[config.mk]
export PLATFORM = sky130hd
export DESIGN_NAME = kp_entry
export DESIGN_NICKNAME = d
export VERILOG_FILES = /design/src/rtl/kp_pkg.sv /design/src/rtl/kp_debounce.sv /design/src/rtl/kp_entry.sv
export SDC_FILE = /design/constraint.sdc
export NUM_CORES = 1
export LEC_CHECK = 0
export ABC_AREA = 1
export CELL_PAD_IN_SITES_DETAIL_PLACEMENT = 1
export CELL_PAD_IN_SITES_GLOBAL_PLACEMENT = 2
export CORE_ASPECT_RATIO = 1.75
export CORE_MARGIN = 4
export CORE_UTILIZATION = 35
export DETAILED_ROUTE_END_ITERATION = 10
export GPL_ROUTABILITY_DRIVEN = 0
export GPL_TIMING_DRIVEN = 0
export HOLD_SLACK_MARGIN = 0.05
export PLACE_DENSITY = 0.82
export SLEW_MARGIN = 5
export SYNTH_ARGS = -nofsm -noshare
export SYNTH_HDL_FRONTEND = slang
export SYNTH_SLANG_ARGS = --single-unit
[constraint.sdc]
create_clock -name clk -period 4.13 [get_ports clk]
set_clock_uncertainty 0.15 [all_clocks]
set_input_delay 0.413 -clock clk [delete_from_list [all_inputs] [get_ports clk]]
set_output_delay 0.413 -clock clk [all_outputs]
set_load 0.005 [all_outputs]
[src/rtl/kp_pkg.sv]
// Keypad entry shared types: key code constants and debounce FSM state encoding.
// Pure declarations, no latency; no backpressure.
package kp_pkg;

    localparam logic [3:0] KEY_STAR = 4'hE;
    localparam logic [3:0] KEY_HASH = 4'hF;
    localparam logic [3:0] KEY_NONE = 4'hF;
    localparam logic [3:0] KEY_A    = 4'hA;
    localparam logic [3:0] KEY_B    = 4'hB;
    localparam logic [3:0] KEY_C    = 4'hC;
    localparam logic [3:0] KEY_D    = 4'hD;
    localparam logic [3:0] KEY_DIGIT_MAX = 4'h9;

    typedef enum logic [1:0] {
        IDLE     = 2'd0,
        DEBOUNCE = 2'd1,
        PRESSED  = 2'd2,
        RELEASE  = 2'd3
    } kp_state_t;

    function automatic logic is_digit(input logic [3:0] code);
        return code <= KEY_DIGIT_MAX;
    endfunction

endpackage

[src/rtl/kp_debounce.sv]
// Key synchronizer + debounce FSM: one key_valid per press, DB_CYCLES+3 cycles after stable input.
// No backpressure; optional auto-repeat of digit keys while held when KP_AUTOREPEAT_EN is defined.
module kp_debounce #(
    parameter int DB_CYCLES     = 50000,
    parameter int REPEAT_CYCLES = 25000000
) (
    input  logic       clk,
    input  logic       reset,
    input  logic       kphit,
    input  logic [3:0] num,
    output logic       key_valid,
    output logic [3:0] key_code
);
    import kp_pkg::*;

    localparam int DW = (DB_CYCLES > 2) ? $clog2(DB_CYCLES) : 1;

    if (DB_CYCLES < 2) begin : g_db_chk
        $error("kp_debounce: DB_CYCLES must be at least 2");
    end
    if (REPEAT_CYCLES < 2) begin : g_rpt_chk
        $error("kp_debounce: REPEAT_CYCLES must be at least 2");
    end

    logic            hit_meta_q, hit_s_q;
    logic [3:0]      num_meta_q, num_s_q;
    kp_state_t       state_q, state_d;
    logic [DW-1:0]   cnt_q, cnt_d;
    logic [3:0]      cand_q, cand_d;
    logic            kv_q, kv_d;
    logic [3:0]      kc_q, kc_d;
    logic            db_last, rel_last;

`ifdef KP_AUTOREPEAT_EN
    localparam int RW = (REPEAT_CYCLES > 2) ? $clog2(REPEAT_CYCLES) : 1;
    logic [RW-1:0]   rpt_q, rpt_d;
`endif

    always_ff @(posedge clk or posedge reset) begin
        if (reset) begin
            hit_meta_q <= 1'b0;
            hit_s_q    <= 1'b0;
            num_meta_q <= KEY_NONE;
            num_s_q    <= KEY_NONE;
        end else begin
            hit_meta_q <= kphit;
            hit_s_q    <= hit_meta_q;
            num_meta_q <= num;
            num_s_q    <= num_meta_q;
        end
    end

    assign db_last  = (cnt_q == DW'(DB_CYCLES - 1));
    assign rel_last = db_last;

    always_comb begin
        state_d = state_q;
        cnt_d   = cnt_q;
        cand_d  = cand_q;
        kv_d    = 1'b0;
        kc_d    = kc_q;
`ifdef KP_AUTOREPEAT_EN
        rpt_d   = rpt_q;
`endif
        unique case (state_q)
            IDLE: begin
                if (hit_s_q) begin
                    cand_d  = num_s_q;
                    cnt_d   = '0;
                    state_d = DEBOUNCE;
                end
            end
            DEBOUNCE: begin
                if (!hit_s_q || (num_s_q != cand_q)) begin
                    cnt_d   = '0;
                    state_d = IDLE;
                end else if (db_last) begin
                    cnt_d   = '0;
                    kv_d    = 1'b1;
                    kc_d    = cand_q;
                    state_d = PRESSED;
`ifdef KP_AUTOREPEAT_EN
                    rpt_d   = '0;
`endif
                end else begin
                    cnt_d = cnt_q + DW'(1);
                end
            end
            PRESSED: begin
                // num_s changes while held are deliberately ignored
                if (!hit_s_q) begin
                    cnt_d   = '0;
                    state_d = RELEASE;
`ifdef KP_AUTOREPEAT_EN
                    rpt_d   = '0;
                end else if (rpt_q == RW'(REPEAT_CYCLES - 1)) begin
                    rpt_d = '0;
                    kv_d  = is_digit(cand_q);
                end else begin
                    rpt_d = rpt_q + RW'(1);
`endif
                end
            end
            RELEASE: begin
                if (hit_s_q) begin
                    cnt_d   = '0;
                    state_d = PRESSED;
`ifdef KP_AUTOREPEAT_EN
                    rpt_d   = '0;
`endif
                end else if (rel_last) begin
                    cnt_d   = '0;
                    state_d = IDLE;
                end else begin
                    cnt_d = cnt_q + DW'(1);
                end
            end
            default: state_d = IDLE;
        endcase
    end

    always_ff @(posedge clk or posedge reset) begin
        if (reset) begin
            state_q <= IDLE;
            cnt_q   <= '0;
            cand_q  <= KEY_NONE;
            kv_q    <= 1'b0;
            kc_q    <= KEY_NONE;
`ifdef KP_AUTOREPEAT_EN
            rpt_q   <= '0;
`endif
        end else begin
            state_q <= state_d;
            cnt_q   <= cnt_d;
            cand_q  <= cand_d;
            kv_q    <= kv_d;
            kc_q    <= kc_d;
`ifdef KP_AUTOREPEAT_EN
            rpt_q   <= rpt_d;
`endif
        end
    end

    assign key_valid = kv_q;
    assign key_code  = kc_q;

endmodule

[src/rtl/kp_entry.sv]
// Keypad entry: debounced key events feed an NDIG-digit BCD buffer with '*' clear and '#' commit.
// Buffer updates 1 cycle after key_valid; no backpressure. KP_AUTOREPEAT_EN enables digit auto-repeat.
module kp_entry #(
    parameter int DB_CYCLES     = 50000,
    parameter int NDIG          = 4,
    parameter int REPEAT_CYCLES = 25000000
) (
    input  logic                      clk,
    input  logic                      reset,
    input  logic                      kphit,
    input  logic [3:0]                num,
    output logic                      key_valid,
    output logic [3:0]                key_code,
    output logic [4*NDIG-1:0]         digits,
    output logic [$clog2(NDIG+1)-1:0] digit_cnt,
    output logic [4*NDIG-1:0]         entry_value,
    output logic                      entry_done
);
    import kp_pkg::*;

    localparam int CW = $clog2(NDIG + 1);

    if (NDIG < 2) begin : g_ndig_chk
        $error("kp_entry: NDIG must be at least 2");
    end

    logic [4*NDIG-1:0] digits_q, digits_d;
    logic [CW-1:0]     cnt_q, cnt_d;
    logic [4*NDIG-1:0] value_q, value_d;
    logic              done_q, done_d;

    kp_debounce #(
        .DB_CYCLES    (DB_CYCLES),
        .REPEAT_CYCLES(REPEAT_CYCLES)
    ) u_debounce (
        .clk      (clk),
        .reset    (reset),
        .kphit    (kphit),
        .num      (num),
        .key_valid(key_valid),
        .key_code (key_code)
    );

    always_comb begin
        digits_d = digits_q;
        cnt_d    = cnt_q;
        value_d  = value_q;
        done_d   = 1'b0;
        if (key_valid) begin
            case (key_code)
                KEY_STAR: begin
                    digits_d = '0;
                    cnt_d    = '0;
                end
                KEY_HASH: begin
                    // commit of an empty buffer is silently dropped
                    if (cnt_q != '0) begin
                        value_d  = digits_q;
                        done_d   = 1'b1;
                        digits_d = '0;
                        cnt_d    = '0;
                    end
                end
                KEY_A, KEY_B, KEY_C, KEY_D: begin
                    digits_d = digits_q;
                end
                default: begin
                    digits_d = {digits_q[4*NDIG-5:0], key_code};
                    if (cnt_q != CW'(NDIG)) cnt_d = cnt_q + CW'(1);
                end
            endcase
        end
    end

    always_ff @(posedge clk or posedge reset) begin
        if (reset) begin
            digits_q <= '0;
            cnt_q    <= '0;
            value_q  <= '0;
            done_q   <= 1'b0;
        end else begin
            digits_q <= digits_d;
            cnt_q    <= cnt_d;
            value_q  <= value_d;
            done_q   <= done_d;
        end
    end

    assign digits      = digits_q;
    assign digit_cnt   = cnt_q;
    assign entry_value = value_q;
    assign entry_done  = done_q;

endmodule

# Word level (Yosys, flattened, before mapping)
# Index checks and enable logic that the tools add are counted.
totals:
  romBits: 0
  mem_bits_rw: 0
  inputBits: 7
  n_memories: 0
  register_bits: 73
  latch_bits: 0
classes:
  add_sub_neg: 2
  n_div: 0
  shift: 0
  n_bitwise: 2
  n_eq_ne: 17
  muxes: 24
  reduce_logical: 13
  magnitude_cmp: 0
  multipliers: 0
op_table:
  columns: ["op", "n"]
  rows:
  - ["$mux W16", 6]
  - ["$pmux W16 S4", 1]
  - ["$pmux W16 S3", 1]
  - ["$eq A4 B4 Y1 const B", 6]
  - ["$add A16 B1 Y16 const B", 1]
  - ["$eq A16 B16 Y1 const B", 1]
  - ["$mux W2", 6]
  - ["$pmux W3 S3", 1]
  - ["$reduce_and A3 Y1", 3]
  - ["$pmux W2 S4", 1]
  - ["$reduce_and A4 Y1", 2]
  - ["$mux W1", 6]
  - ["$mux W3", 2]
  - ["$ne A3 B1 Y1 const B", 2]
  - ["$reduce_bool A3 Y1", 2]
  - ["$eq A2 B2 Y1 const B", 2]
  - ["$ne A2 B2 Y1 const B", 2]
  - ["$ne A4 B4 Y1", 1]
  - ["$reduce_and A2 Y1", 2]
  - ["$reduce_or A4 Y1", 1]
  - ["$add A3 B1 Y3 const B", 1]
  - ["$ne A3 B3 Y1 const B", 1]
  - ["$eq A2 B1 Y1 const B", 1]
  - ["$logic_not A2 Y1", 1]
  - ["other kinds (4)", 5]

# Depth between registers and ports, before layout
# Gate-level depths: netlist (run 1).
logic_depth:
  word_depth: 4
  ltp_mapped: 11
  ltp_nobuf: 10

# By module
# A second synthesis (run 1) with hierarchy kept.
hier_totals:
  hier_cells: 388
  area_unflattened_um2: 3407.0
by_module_without_submodules:
  columns: ["module", "seq_area_each_um2", "area_per_inst_um2", "n_inst", "cells_per_inst"]
  rows:
  - ["kp_debounce", 945.9, 1790.5, 1, 201]
  - ["kp_entry", 900.9, 1616.6, 1, 187]

# Worst setup path after synthesis (run 1)
# OpenSTA, ideal clock, no wires.
synth_timing:
  kind: "reg2reg"
  startpoint: "register cnt_q[0], in the netlist digit_cnt[0]"
  endpoint: "register cnt_q[2], in the netlist digit_cnt[2]"
  required_time_ns: 3.863
  n_path_buf: 0
  t_arrival_ns: 1.346
  stages_incl_launch_ff: 11
  period_less_slack_ns: 1.613
  path_slack_ns: 2.517
  path_cell_list: "dfrtp_1 inv_1 ha_1 inv_1 nor2_1 nand2_1 nand2_1 a21oi_1 nand2_1 nand2_1 nand2_1"
synth_between:
  elab_chain_len: 3
synth_rtl:
  columns: ["item", "line", "source"]
  rows:
  - ["start: declaration", "kp_entry.sv:28", "logic [CW-1:0] cnt_q, cnt_d;"]
  - ["start signal: assignment", "kp_entry.sv:83", "cnt_q <= cnt_d;"]
  - ["$add A3 B1 Y3 (tied with other cells)", "kp_entry.sv:69", "if (cnt_q != CW'(NDIG)) cnt_d = cnt_q + CW'(1);"]
  - ["$mux W3 (tied with other cells)", "kp_entry.sv:69", null]
  - ["$pmux W3 S3 or $reduce_and A4 Y1 (tied branches)", null, null]
# Several ways; a longest one is shown, not always the timed one. The select of a mux whose other input is x is not followed.
# A chain may end at the register's enable or synchronous reset.

# Worst setup path in the final report (run 1)
layout_timing:
  startpoint: "register u_debounce.kc_q[2], in the netlist u_debounce.key_code[2]"
  endpoint: "output key_code[2]"
layout_rtl:
  columns: ["item", "line", "source"]
  rows:
  - ["start: declaration", "kp_debounce.sv:31", "logic [3:0] kc_q, kc_d;"]
  - ["start signal: assignment", "kp_debounce.sv:137", "kc_q <= kc_d;"]
  - ["end: declaration", "kp_entry.sv:13", "output logic [3:0] key_code,"]
# No word-level cell between the ends.

==> results of run 1 <==
-- layout by cell type, fill, tap and decap left out, types with 2 or more instances in the layout --
master	n
bufinv_16	2
clkbuf_16	11
inv_1	41
xor2_1	8
dfrtp_1	57
clkdlybuf4s50_1	47
buf_4	2
o21ai_2	2
o21ai_1	2
xnor2_1	5
o22ai_1	7
buf_6	2
ha_1	3
clkbuf_1	2
nand4_1	5
nand2_1	112
a21oi_1	2
nor2_2	3
o21ai_0	39
nor3_1	2
inv_4	2
nor2_1	16
nand3_1	13
nand3b_1	3
dfstp_2	16
-- stage by stage --
step	setup slack [ns]	instances	util [%]	power, mW	hold WS, ns
after floorplan	1.74	351	-	0.928	0.181
after global placement	0.481	515	43.3	0.978	0.182
after detailed placement	2.08	516	43.6	0.991	0.189
after CTS	2.07	532	47.6	1.92	0.204
after global routing	1.90	532	47.6	1.98	0.213
final	2.11	532	47.6	1.89	0.203
-- kinds of logic (layout without fill, tap and decap cells) --
group / count (synthesis) / in the layout
buf+inv: 51 / 115
mux: 2 / 2
flops: 73 / 73
fa+ha+maj: 3 / 3
simple gates: 156 / 156
xor+xnor: 13 / 13
compound gates: 53 / 53
-- registers in the layout, indices dropped and copies added (netlist names) --
signal and count:
digits 16, entry_value 16, u_debounce.cnt_q 16, u_debounce.cand_q 4, u_debounce.key_code 4, u_debounce.num_meta_q 4
u_debounce.num_s_q 4, digit_cnt 3, u_debounce.state_q 2, entry_done 1, u_debounce.hit_meta_q 1, u_debounce.hit_s_q 1
u_debounce.key_valid 1
-- metal layers --
| layer | up-vias | part of all wire, % |
|---|---|---|
| met1 | 1218 | 38 |
| li1 | 1224 | - |
| met2 | 46 | 56 |
| met3 | 12 | 4.1 |
| met4 | 0 | 2.3 |
| met5 | - | 0 |
-- power breakdown --
part	internal, mW	switching, mW
registers	0.770	0.0311
logic	0.0549	0.116
clock network	0.604	0.311
total	1.43	0.458
-- final cells by class --
type | count | area (sq um) | share of cell area [%]
sequential | 73 | 1850 | 44.4
multi-input combinational | 227 | 1100 | 26.5
timing repair buffer | 48 | 490 | 11.8
clock buffer | 11 | 275 | 6.62
inverter | 44 | 168 | 4.03
tap | 117 | 146 | 3.52
clock inverter | 5 | 80.1 | 1.93
buffer | 7 | 50.0 | 1.20
-- path summary, 6_finish.rpt --
check | startpoint | endpoint | slack [ns] | cells after the start
min in group asynchronous | reset | entry_value[4] | 0.29 | 2
worst min register to register | u_debounce.hit_meta_q | u_debounce.hit_s_q | 0.20 | 0
worst max register to register | digit_cnt[0] | digit_cnt[1] | 2.17 | 10
worst max-delay path | u_debounce.key_code[2] | key_code[2] | 2.11 | 1
max in group asynchronous | reset | u_debounce.cand_q[3] | 2.91 | 3
worst min-delay path | u_debounce.hit_meta_q | u_debounce.hit_s_q | 0.20 | 0
==> run_results.csv, run 1 <==
group,metric,value,unit
run_status,outcome,"completed",
synth,synth_area_leaders,"dfrtp_1, dfstp_2, nand2_1, o21ai_0, inv_1",
setup_path,endpoint_kind,"output pin",
floorplanning,core-area,8730,sq um
setup_path,cp_top_family,"flip-flops",
sta,setup_tns,0,ns
global_route,grt_overflow,0,
floorplanning,die_h,134,um
place,portBuffers,47,
place,placed_area,3800,sq um
detailed_routing,final_antenna_net_count,0,
global_route,busiest_layer,"met2",
setup_path,crit_path_start_kind,"flip-flop",
global_route,met3_usage,4.67,%
synth,synthAdderAreaFrac,1.19,%
clock_tree,cts_buffer_depth,2,
detailed_routing,initialDrtViolationCount,72,
clock_tree,clk_pin_slew,0.06,ns
sta,hold_viol,0,
sta,clock.fmax,0.495,GHz
sta,worst_pin_slew,0.491,ns
sta,fin_crit_sh,48.9,%
setup_path,cp_num_buf_inv,1,
synth,synth_nets,361,
setup_path,crit_required,3.57,ns
setup_path,critPathMaxStageDelay,0.58,ns
clock_tree,root_buffer,"clkbuf_16",
layout,design_area,4160,sq um
synth,yosysMostFrequentCell,"nand2_1",
layout,layout-drive-gt1-share,11.6,%
detailed_routing,wire_per_inst,15.0,um
detailed_routing,finalWirelength,7.96,mm
synth,yosys_warnings,0,
layout,n_antenna_cell,0,
clock_tree,cts_sinks,73,
synth,yosys.area.top_type,"dfrtp_1",
global_route,grt_pass1_wl,13.3,mm
synth,yosys-top-cells-count,"nand2_1, dfrtp_1, inv_1",
setup_path,crit_fanout,6,
synth,synth_top_family_by_area,"simple AND/OR/NAND/NOR gates",
place,hpwl,5.94,mm
synth,ys.flop_type,"dfrtp_1",
synth,synth_top_area_share,45.1,%
floorplanning,initial_core_util,36.2,%
synth,synthArstFlopShare,100,%
flow_run,drv_cap,0,
layout,fill_cells,1010,
clock_tree,hold_buffers,0,
synth,synth_edf_count,0,
synth,avgSynthCellArea,9.01,sq um
worst_hold_path,hp-class,"flip-flop to flip-flop",
global_route,use_met2,30.9,%
synth,ys_ff_latch,73,
setup_path,arrival,1.46,ns
power_and_ir_drop,peakVddDrop,261,uV
sta,setup_violations,0,
detailed_routing,drc,0,
clock_tree,post-cts-setup-buffers,0,
floorplanning,rows,45,
detailed_routing,drtPass1Iterations,4,
global_route,grt_max_degree,42,
detailed_routing,vias,2500,
synth,synthCells,351,
clock_tree,ctsResizeCount,0,
synth,synth.cell_area,3160,sq um
floorplanning,fp.dieW,79.8,um
sta,maxSlewViolCount,0,
sta,maxSlewHeadroom,67.2,%
global_route,grt_pass1_vias,2720,
clock_tree,clk_latency,0.33,ns
global_route,antenna_found_initial,0,
detailed_routing,vias_per_cell,4.70,
setup_path,critical_path_class,"flip-flop to output pin",
floorplanning,ios,48,
floorplanning,die_area,10700,sq um
setup_path,critPathSlowestCell,"dfstp_2",
synth,synthMuxAreaShare,0.673,%
sta,rsz0062_at_grt,"no",
power_and_ir_drop,powerDensity,454,nW/um^2
clock_tree,cts_buffers,9,
synth,synth_cell_types,29,
clock_tree,htree_levels,3,
global_route,grt_use_total,16.5,%
synth,synth-seq-area-share,58.4,%
layout,fin_nets,420,
sta,fin_crit,2.02,ns
synth,synth-compound-area-share,8.94,%
clock_tree,cts_tree,"done",
global_route,use_met1,16.5,%
layout,area_delta_synth_final,31.5,%
synth,yosys.area_share.simple,20.4,%
power_and_ir_drop,p_leak,1.83,nW
setup_path,path_cells,"clkdlybuf4s50_1",
synth,synthXorXnorAreaFrac,3.60,%
Note: power is estimated with default switching activity, not from simulation.
==> inputs of run 2 (changes only) <==
Settings changed: CORE_UTILIZATION 35 to 29, PLACE_DENSITY 0.82 to 0.72.
Clock period 4.13 ns to 1.8 ns, I/O delays scaled along.
==> run 2 against run 1 <==
Effect of this change:
- via count increased by 5.2%
- sequential power increased by 130%
- sequential share of layout area decreased by 3.1 points
- clock power increased by 97%
- global-route usage decreased by 2.5 points
- setup slack got worse by 2.0 ns
- first-iteration DRC count decreased by 4.2%
- largest power group is now sequential cells
- highest routed layer unchanged
==> run_results.csv, run 2 (synthesis results as in run 1) <==
group,metric,value,unit
run_status,outcome,"completed",
setup_path,critPathSlowestCell,"dfrtp_1",
worst_hold_path,worstHoldEndpoint,"u_debounce.num_meta_q[3]",
setup_path,crit_required,1.89,ns
setup_path,timing.rr.end,"digits[0]",
detailed_routing,final_antenna_net_count,0,
global_route,grt_pass1_vias,2744,
layout,final_cell_mix,"nand2_1, dfrtp_1, clkdlybuf4s50_1, inv_1, o21ai_0",
clock_tree,clk_latency,0.33,ns
place,placed_area,3840,sq um
sta,maxSlewViolCount,0,
clock_tree,cts_buffer_depth,2,
clock_tree,cts_buffers,9,
power_and_ir_drop,p_leak,2.00,nW
floorplanning,rows,50,
floorplanning,fp.dieW,86.9,um
setup_path,arrival,1.82,ns
power_and_ir_drop,powerDensity,921,nW/um^2
sta,hold_viol,0,
layout,layout.cells.non_filler,566,
worst_hold_path,worstHoldStart,"num[3]",
setup_path,endpoint_kind,"flip-flop",
detailed_routing,wire_per_inst,14.7,um
detailed_routing,drtPass1Iterations,4,
clock_tree,htree_levels,3,
detailed_routing,vias,2630,
clock_tree,root_buffer,"clkbuf_16",
setup_path,path_cells,"inv_1 -> ha_4 -> inv_1 -> nor2_2 -> nand2_1 -> nand2_2 -> inv_4 -> o21ai_4 -> buf_6 -> nand2_1 -> o21ai_0",
detailed_routing,drc,0,
floorplanning,core-area,10700,sq um
setup_path,critical_path_class,"flip-flop to flip-flop",
clock_tree,hold_buffers,0,
detailed_routing,vias_per_cell,4.65,
sta,clock.fmax,0.578,GHz
setup_path,r2r_slack,0.07,ns
setup_path,worstReg2RegStart,"digit_cnt[1]",
clock_tree,clk_pin_slew,0.06,ns
sta,worst_pin_slew,0.438,ns
setup_path,critPathMaxStageDelay,0.41,ns
sta,fin_crit_sh,96.0,%
sta,setup_ws,0.0712,ns
floorplanning,die_area,12700,sq um
layout,fin_nets,441,
place,post-place-ws,-0.223,ns
floorplanning,die_h,146,um
floorplanning,ios,48,
clock_tree,cts_tree,"done",
global_route,antenna_found_initial,0,
setup_path,crit_path_start_kind,"flip-flop",
global_route,grt_use_total,14.0,%
sta,maxSlewHeadroom,70.7,%
layout,layout_commonest_cell,"nand2_1",
detailed_routing,finalWirelength,8.31,mm
global_route,grt_overflow,0,
power_and_ir_drop,peakVddDrop,508,uV
sta,fin_crit,1.73,ns
global_route,grt_max_degree,35,
layout,fill_cells,1231,
place,portBuffers,47,
clock_tree,cts_sinks,73,
layout,layout-drive-gt1-share,21.3,%
setup_path,crit_fanout,5,
floorplanning,initial_core_util,29.6,%
sta,setup_violations,0,
place,hpwl,6.03,mm
flow_run,drv_cap,0,
detailed_routing,initialDrtViolationCount,69,
worst_hold_path,hold_depth,1,
worst_hold_path,hp-class,"primary input to flip-flop",
place,dp.cells,530,
sta,setup_tns,0,ns
layout,fin_util,41.9,%
layout,area_delta_synth_final,41.7,%
layout,design_area,4480,sq um
global_route,grt_pass1_wl,13.8,mm
setup_path,r2r_cells,11,
layout,n_antenna_cell,0,
==> run 2: metrics by stage <==
step / hold slack, ns / total power [mW]
floorplan: 0.0345 / 2.13
global placement: 0.181 / 2.26
detailed placement: 0.196 / 2.28
CTS: 0.0825 / 4.18
global route: 0.0822 / 4.37
finish: 0.102 / 4.13
==> run 2: where the power goes <==
group / leakage, nW / internal (mW) / switching, mW
Combinational: 0.906 / 0.194 / 0.296
Clock: 0.138 / 1.08 / 0.723
Sequential: 0.954 / 1.77 / 0.0654
Total: 2.00 / 3.04 / 1.08
==> run 2: worst max-delay path, delay by kind of cell (launching register included) <==
| kind | cells | cell delay (ns) |
|---|---|---|
| AOI/OAI and AO/OA | 2 | 0.17 |
| adders and majority gates | 1 | 0.14 |
| buffers and inverters | 4 | 0.37 |
| DFF | 1 | 0.41 |
| and+or+nand+nor | 4 | 0.40 |
==> run 2: what timing repair did <==
action / 4_1_cts / 5_1_grt
cloned: 1 / 0
gates resized for setup: 12 / 36
buffers inserted: 5 / 14
endpoints found under the setup margin: 43 / 46
pin swaps: 1 / 8
==> run 2: final cells by class <==
type                    instances  area (sq um)  area share, %
well taps                     130           163           3.63
clock inverters                 7          78.8           1.76
inverters                      44           171           3.83
flip-flops and latches         73          1850           41.3
clock buffers                   9           225           5.03
plain buffers                   7          70.1           1.56
multi-input cells             227          1230           27.4
repair buffers                 69           694           15.5
==> run 2: worst max path at each step <==
stage / from / endpoint / slack (ns) / cells past startpoint
floorplan: digit_cnt[0] / digit_cnt[2] / 0.19 / 10
detailed placement: digit_cnt[0] / digit_cnt[0] / -0.22 / 10
global route: digit_cnt[1] / digits[0] / -0.03 / 11
CTS: digit_cnt[0] / digit_cnt[0] / -0.02 / 10
global placement: reset / u_debounce.cnt_q[10] / -0.27 / 2
finish: digit_cnt[1] / digits[0] / 0.07 / 11
==> run 2: per-layer routing <==
metal / up-vias / wire length (um) / global-route usage (%)
met2: 48 / 4690 / 26.1
met3: 8 / 309 / 3.61
met4: 0 / 144 / 5.15
met1: 1295 / 3160 / 14.5
met5: - / 0 / 0
li1: 1279 / - / -
==> inputs of run 3 (changes only) <==
Settings changed: CTS_CLUSTER_SIZE from default to 20.
==> results of run 3 <==
Final layout, timing and power as in run 2 (identical DEF).
